<file path="src/rtl/instr_queue.sv">
// Instruction prefetch queue: DEPTH-entry FIFO between instruction memory and decode.
// First-word fall-through head, registered-only ready/valid, single-cycle flush.
module instr_queue #(
  parameter  int WIDTH = 16,
  parameter  int DEPTH = 4,
  localparam int AW    = $clog2(DEPTH)
) (
  input  logic             clk_i,
  input  logic             reset_i,
  input  logic             flush_i,
  input  logic             in_valid_i,
  input  logic [WIDTH-1:0] in_data_i,
  output logic             in_ready_o,
  output logic             out_valid_o,
  output logic [WIDTH-1:0] out_data_o,
  input  logic             out_ready_i,
  output logic [AW:0]      count_o
);

  localparam logic [AW:0] CNT_FULL = (AW+1)'(DEPTH);

  logic [WIDTH-1:0] mem_q [DEPTH];
  logic [AW-1:0]    wr_ptr_q, wr_ptr_d;
  logic [AW-1:0]    rd_ptr_q, rd_ptr_d;
  logic [AW:0]      count_q, count_d;
  logic             push, pop;

  // Handshake qualifiers look only at registered count, so a pop never frees a slot same-cycle.
  assign in_ready_o  = (count_q != CNT_FULL);
  assign out_valid_o = (count_q != '0);
  assign out_data_o  = out_valid_o ? mem_q[rd_ptr_q] : '0;
  assign count_o     = count_q;

  assign push = in_valid_i && in_ready_o && !flush_i;
  assign pop  = out_valid_o && out_ready_i && !flush_i;

  always_comb begin
    wr_ptr_d = wr_ptr_q;
    rd_ptr_d = rd_ptr_q;
    count_d  = count_q;
    if (flush_i) begin
      wr_ptr_d = '0;
      rd_ptr_d = '0;
      count_d  = '0;
    end else begin
      if (push) wr_ptr_d = wr_ptr_q + AW'(1);
      if (pop)  rd_ptr_d = rd_ptr_q + AW'(1);
      if (push && !pop)      count_d = count_q + (AW+1)'(1);
      else if (pop && !push) count_d = count_q - (AW+1)'(1);
    end
  end

  always_ff @(posedge clk_i or posedge reset_i) begin
    if (reset_i) begin
      wr_ptr_q <= '0;
      rd_ptr_q <= '0;
      count_q  <= '0;
    end else begin
      wr_ptr_q <= wr_ptr_d;
      rd_ptr_q <= rd_ptr_d;
      count_q  <= count_d;
    end
  end

  // Flush leaves the array untouched; only reset clears it.
  always_ff @(posedge clk_i or posedge reset_i) begin
    if (reset_i) begin
      for (int i = 0; i < DEPTH; i++) mem_q[i] <= '0;
    end else if (push) begin
      mem_q[wr_ptr_q] <= in_data_i;
    end
  end

endmodule

</file>
<file path="config.mk">
export PLATFORM = sky130hd
export DESIGN_NAME = instr_queue
export DESIGN_NICKNAME = d
export VERILOG_FILES = /design/src/rtl/instr_queue.sv
export SDC_FILE = /design/constraint.sdc
export NUM_CORES = 1
export LEC_CHECK = 0
export CORE_UTILIZATION = 47
export DETAILED_ROUTE_END_ITERATION = 6
export PLACE_DENSITY = 0.72
export SYNTH_ARGS = -nofsm -noshare
export SYNTH_HDL_FRONTEND = slang
export SYNTH_SLANG_ARGS = --single-unit
</file>
<file path="constraint.sdc">
create_clock -name clk_i -period 2.1 [get_ports clk_i]
set_input_delay 0.21 -clock clk_i [delete_from_list [all_inputs] [get_ports clk_i]]
set_output_delay 0.21 -clock clk_i [all_outputs]
set_load 0.02 [all_outputs]
</file>
# == After elaboration in Yosys (flattened, before gate mapping) ==
# Cells that the tools add are included.
# word_totals
ramBits,0
n_memories,0
wordCells,45
mem_bits_ro,0
ff_bits,71
out_inout_bits,21
latchBits,0
# op_classes
bitwise,2
n_shift,0
mul,0
reduce_logical,14
n_addsub,4
n_eq_ne,1
mux,14
n_lt_le_gt_ge,3
n_div,0
# ops
cell,n
bitwise mux 64 bit,1
two-way mux 16 bit,4
binary-select mux 16 bit (select 2 bit),1
demux 16 bit (select 2 bit),1
two-way mux 3 bit,3
two-way mux 2 bit,4
logical AND 1 bit,7
"greater-or-equal comparator 3 bit, second input constant",2
NOT 2 -> 3 bit,2
nonzero test 3 bit,2
"adder 2 x 1 -> 2 bit, second input constant",2
nonzero test 2 bit,2
"adder 3 x 1 -> 3 bit, second input constant",1
logical NOT 1 bit,3
"< comparator 3 x 1 -> 1 bit, second input constant",1
"inequality test 3 bit, second input constant",1
"subtractor 3 x 1 -> 3 bit, second input constant",1

# == Longest topological paths before layout ==
# Gate-level depths: netlist of the first run.
# depth
word_depth,8
depth_mapped,9

# == Worst setup path before layout of the first run ==
# OpenSTA, ideal clock, no wires.
# synth_timing
path_type,register -> register
from,"reg count_q[0], in the netlist count_o[0]"
to,"reg count_q[2], in the netlist count_o[2]"
stages_incl_launch_ff,9
arrival_time_ns,2.065
path_buffers,1
required_ns,2.006
setup_time_ns,0.094
slack_ns,-0.059
path_cell_list,dfrtp_1 buf_2 nor3b_4 inv_2 nand3_1 nor2_1 fa_1 o311a_1 a211oi_1
# synth_rtl
item,line,source
start: declaration,25,"logic [AW:0] count_q, count_d;"
start signal: assignment,61,count_q <= count_d;
inequality test 3 bit (*),29,assign in_ready_o = (count_q != CNT_FULL);
via in_ready_o,13,"output logic in_ready_o,"
logical AND 1 bit (*) (2 in series),34,assign push = in_valid_i && in_ready_o && !flush_i;
logical AND 1 bit / logical NOT 1 bit (equally long branches),"48, 49",
two-way mux 3 bit / logical AND 1 bit (equally long branches),"48, 49",
two-way mux 3 bit / nonzero test 3 bit (equally long branches),--,
# Mark *: on every way through the listed nets, which the timed path passes. The rest lies on a longest branch. The select of a mux whose other input is x is not followed.
# A chain may end at the register's enable or synchronous reset.

# == Worst setup path after layout of the first run ==
# layout_timing
from,reg rd_ptr_q[0]
to,out out_data_o[9]
# layout_between
elab_chain_cells,5
# layout_rtl
item,line,source
start: declaration,24,"logic [AW-1:0] rd_ptr_q, rd_ptr_d;"
start signal: assignment,60,rd_ptr_q <= rd_ptr_d;
NOT 2 -> 3 bit (implied by the code),31,assign out_data_o = out_valid_o ? mem_q[rd_ptr_q] : '0;
binary-select mux 16 bit (select 2 bit),31,
two-way mux 16 bit (implied by the code) (2 in series),31,
two-way mux 16 bit,31,
end: declaration,15,"output logic [WIDTH-1:0] out_data_o,"
# No other way between the ends. The select of a mux whose other input is x is not followed.

==> results.yml, run 1 <==
yosys:
  synthCells: 234
  ys_ff_latch: 71
  avgSynthCellArea_um2: 14.8
  synth.distinct_cells: 32
  synth-main-ff-cell: "dfrtp_1"
  yosysWarnings: 0
  syn_nets: 260
  synthesis.area_um2: 3460
  synth_area_leaders: "dfrtp_1 (51%), mux2_2 (18%), mux4_2 (10%)"
  synthArstFlopShare: 1.00
  seq_area_frac_synth: 0.513
  synth_top_area_frac: 0.513
  synth_edf_count: 0
  synth_top_cell_by_area: "dfrtp_1"
run:
  drv_cap: 0
sta:
  slew_headroom: 0.716
  rsz0062_at_grt: "yes"
  worstMarginPinSlew_ns: 0.421
  min_period_ns: 2.04
  hold_viol_final: 0
  slew_violations: 0
  worst_slack_ns: 0.0574
  holdWs_ns: 0.311
  fin_skew_ns: 0.00445
  setup_viol_count_final: 0
  max_freq_mhz: 490
  fin_crit_sh: 0.973
layout:
  fillers: 522
  layout_commonest_cell: "dfrtp_1"
  drive_above_1_share: 0.493
  layout.nets: 325
  final_util: 0.629
  area_growth_pct: 26.1
  insertedDiodeCount: 0
  layout_common_cells: "dfrtp_1 (69), mux2_2 (56), clkdlybuf4s50_1 (24)"
  final_design_area_no_fill_um2: 4370
drt:
  wl_per_cell_um: 16.1
  wl_um: 6430
  vias_per_cell: 5.24
  via_count: 2095
  drcViolationCount: 0
  ant_nets: 0
  firstDrtPassIters: 4
  drt_iter0_drc: 75
clocking:
  cts_buffers: 9
  cts-root-buf: "clkbuf_8"
  clockBufferDepth: 2
  cts.sinks: 71
  cts_tree: "done"
  holdBufCountCts: 0
  htree_levels: 3
  path_clk_slew_ns: 0.07
  clock_latency_ns: 0.34
critical_path:
  crit_fanout: 6
  critPathArrivalTime_ns: 1.83
  endpoint_kind: "output pin"
  crit_path_start_kind: "flip-flop"
  required_ns: 1.89
  criticalPathCategory: "reg2out"
floorplan:
  core_um2: 6940
  initial_utilization: 0.499
  boundaryPins: 42
  die_h_um: 87.8
  die_area_um2: 7720
  die_x_um: 87.8
  rows: 30
power:
  power_mw: 5.76
  power_density_nw_per_um2: 1320
  vdd.ir_drop.worst_v: 0.000501
  p_leak_nw: 1.94
global_route:
  grt_pass1_vias: 2179
  grt_max_degree: 72
  grt_pass1_wl_um: 10600
  antenna_found_initial: 0
  track_usage: 0.190
  grt-ovfl-total: 0
place:
  dpl-instance-area_um2: 4140
  port_buffers: 41
  post-place-ws_ns: 0.0553
  place.gp.congestion: 0.817
  dp.final_hpwl_um: 4230
status:
  status: "finished clean"
hold_path:
  hp-class: "in2async"
==> path summary, 6_finish.rpt <==
check | endpoint | slack (ns) | depth (start not counted) | from
worst max-delay path | out_data_o[9] | 0.06 | 4 | rd_ptr_q[0]
worst min-delay path | mem_q[21] | 0.31 | 3 | reset_i
worst max register to register | count_o[2] | 0.16 | 8 | count_o[0]
worst min register to register | mem_q[6] | 0.50 | 1 | mem_q[6]
max in group asynchronous | rd_ptr_q[1] | 1.45 | 3 | reset_i
min in group clk_i | mem_q[6] | 0.50 | 1 | mem_q[6]
==> report_power, final <==
part / total (mW) / switching [mW] / internal (mW)
Sequential: 2.19 / 0.281 / 1.91
Combinational: 2.60 / 1.09 / 1.51
Clock: 0.976 / 0.486 / 0.491
Total: 5.76 / 1.86 / 3.90
==> metrics by stage <==
step	cells	setup TNS [ns]
after floorplan	234	-0.0327
after global placement	378	0
after detailed placement	378	0
after CTS	398	-0.00274
after global routing	400	0
final	400	0
==> logic make-up after synthesis <==
| family | Yosys count | synth area share |
|---|---|---|
| simple gates | 36 | 0.0658 |
| fa+ha+maj | 5 | 0.0202 |
| mux | 83 | 0.332 |
| xor+xnor | 2 | 0.00506 |
| compound gates | 14 | 0.0285 |
| buf+inv | 23 | 0.0350 |
| flops | 71 | 0.513 |
==> routing by layer <==
layer  part of all wire  GRT usage  up-vias
met4              0.018     0.0894        0
met1               0.44      0.241     1079
met3              0.030     0.0292        9
li1                   -          -      972
met2               0.51      0.321       35
met5                  0          0        -
==> worst max-delay path, cell delays in order, from the launching register on <==
cell and delay, ns:
dfrtp_1 0.42, buf_6 0.17, mux4_2 0.49, and2_1 0.17, clkdlybuf4s15_2 0.25
==> what timing repair did <==
| item | in CTS | in global routing |
|---|---|---|
| endpoints found under the setup margin | 17 | 15 |
| setup buffers | 4 | 2 |
| resized for setup | 39 | 12 |
==> cell usage after synthesis, types with 2 or more instances <==
library cell	count
and2_1	16
mux4_2	16
o21a_1	2
mux2_2	56
nand3_1	3
o21ai_0	3
dfrtp_1	71
inv_1	7
nand3_2	3
o31ai_1	2
buf_2	9
ha_1	4
mux2_4	10
nor2_1	9
xor2_1	2
a21oi_1	2
clkbuf_1	4
==> registers in the layout, summed over array words and instances (netlist names) <==
register / cells
wr_ptr_q: 2
count_o: 3
mem_q: 64
rd_ptr_q: 2
==> area by class of cell <==
class | instances | area [um^2] | area share
Clock inverter | 3 | 17.5 | 0.00401
Multi-Input combinational cell | 140 | 1580 | 0.361
Inverter | 8 | 36.3 | 0.00831
Clock buffer | 13 | 159 | 0.0364
Sequential cell | 71 | 1780 | 0.407
Timing Repair Buffer | 69 | 679 | 0.156
Tap cell | 96 | 120 | 0.0275
Note: power is estimated with default switching activity, not from simulation.
==> run 2: changes to the inputs <==
Settings changed: SETUP_SLACK_MARGIN set to 0.05, SKIP_CTS_REPAIR_TIMING set to 1.
==> run 2 against run 1 <==
Net effect: utilization increased by 0.67 points; via count decreased by 0.62%; routed wire length increased by 1.0%; clock skew increased by 0.0034 ns; sequential share of layout area decreased by 0.40 points; global-route usage decreased by 0.20 points; critical path type unchanged; critical endpoint is now out_data_o[5]; highest routed layer unchanged.
==> results.yml, run 2 (synthesis results as in run 1) <==
status:
  status: "finished clean"
sta:
  max_freq_mhz: 497
  rsz0062_at_grt: "yes"
  fin_skew_ns: 0.00781
  slew_violations: 0
  slew_headroom: 0.648
  worstMarginPinSlew_ns: 0.521
  tns_ns: 0
  worst_slack_ns: 0.0874
  setup_viol_count_final: 0
  fin_crit_sh: 0.958
  min_period_ns: 2.01
  hold_viol_final: 0
drt:
  drt_iter0_drc: 73
  vias_per_cell: 5.23
  firstDrtPassIters: 4
  ant_nets: 0
  wl_per_cell_um: 16.3
  via_count: 2082
  drcViolationCount: 0
  wl_um: 6500
layout:
  layout_common_cells: "dfrtp_1 (68), mux2_2 (56), clkdlybuf4s50_1 (23)"
  area_growth_pct: 27.4
  largest_register_ffs: 64
  layout.nets: 323
  layout_commonest_cell: "dfrtp_1"
  top_register: "mem_q"
  insertedDiodeCount: 0
  drive_above_1_share: 0.454
critical_path:
  required_ns: 1.89
  criticalPathCategory: "reg2out"
  crit_fanout: 7
  endpoint_kind: "output pin"
  worst_r2r_path_depth: 7
  critPathArrivalTime_ns: 1.80
  crit_path_start_kind: "flip-flop"
run:
  drv_cap: 0
global_route:
  grt-ovfl-total: 0
  antenna_found_initial: 0
  grt_max_degree: 72
  grt_pass1_vias: 2160
  grt_pass1_wl_um: 10500
  track_usage: 0.188
clocking:
  path_clk_slew_ns: 0.07
  cts_buffers: 9
  clock_latency_ns: 0.34
  cts-root-buf: "clkbuf_8"
  cts_tree: "done"
  clockBufferDepth: 2
  htree_levels: 3
  cts.sinks: 71
floorplan:
  die_x_um: 87.8
  core_um2: 6940
  rows: 30
  initial_utilization: 0.499
  die_h_um: 87.8
  boundaryPins: 42
  die_area_um2: 7720
place:
  post-place-ws_ns: 0.0553
  dp.final_hpwl_um: 4230
  place.gp.congestion: 0.817
  port_buffers: 41
power:
  power_density_nw_per_um2: 1310
  p_leak_nw: 2.14
  vdd.ir_drop.worst_v: 0.000562
hold_path:
  hp-class: "in2async"
run 2: changes by cell type in the layout (fill, tap and decap cells not counted), sizes merged:
cell | before | now
buf | 28 | 26
dlymetal6s2s | 1 | 18
dlygate4sd2 | 2 | 0
clkdlybuf4s50 | 24 | 23
clkbuf | 22 | 13
clkdlybuf4s15 | 5 | 0
run 2: report_power, final:
group          switching [mW]  leakage [nW]  internal, mW
logic                    1.07          1.15          1.55
registers               0.289         0.894          1.91
clock network           0.489        0.0894         0.491
run 2: path summary, 6_finish.rpt:
kind	endpoint	from	slack (ns)
setup / recovery	out_data_o[5]	rd_ptr_q[0]	0.09
hold / removal	mem_q[21]	reset_i	0.31
setup reg to reg	count_o[2]	count_o[1]	0.16
hold reg to reg	mem_q[55]	mem_q[55]	0.50
max in group asynchronous	rd_ptr_q[1]	reset_i	1.47
min in group clk_i	mem_q[55]	mem_q[55]	0.50
run 2: cell type report:
cell class                      count  area, um^2
Fill cell                         525        2530
Sequential cell                    71        1780
Multi-Input combinational cell    140        1590
Timing Repair Buffer               67         713
Clock buffer                       13         159
Tap cell                           96         120
Inverter                            8        36.3
Clock inverter                      3        17.5
run 2: layer usage:
metal,track usage,wire length (um),up-vias
li1,-,-,969
met1,0.238,2960,1073
met2,0.316,3260,31
met3,0.0292,159,9
met4,0.0894,116,0
met5,0,0,-
run 2: through the flow:
stage           util  hold WS (ns)  total power, mW  cell area [um^2]  std cells
5_1_grt        0.635         0.351             6.14              4410        398
2_1_floorplan      -         0.358             3.90              3470        234
3_3_place_gp   0.596         0.482             4.80              4140        378
6_report       0.635         0.312             5.80              4410        398
3_5_place_dp   0.596         0.488             4.87              4140        378
4_1_cts        0.621         0.333             5.85              4310        394
run 2: worst max-delay path: stages (launching register included):
cell            delay (ns)
dfrtp_1               0.38
buf_4                 0.21
mux4_2                0.51
and2_1                0.17
dlymetal6s2s_1        0.20
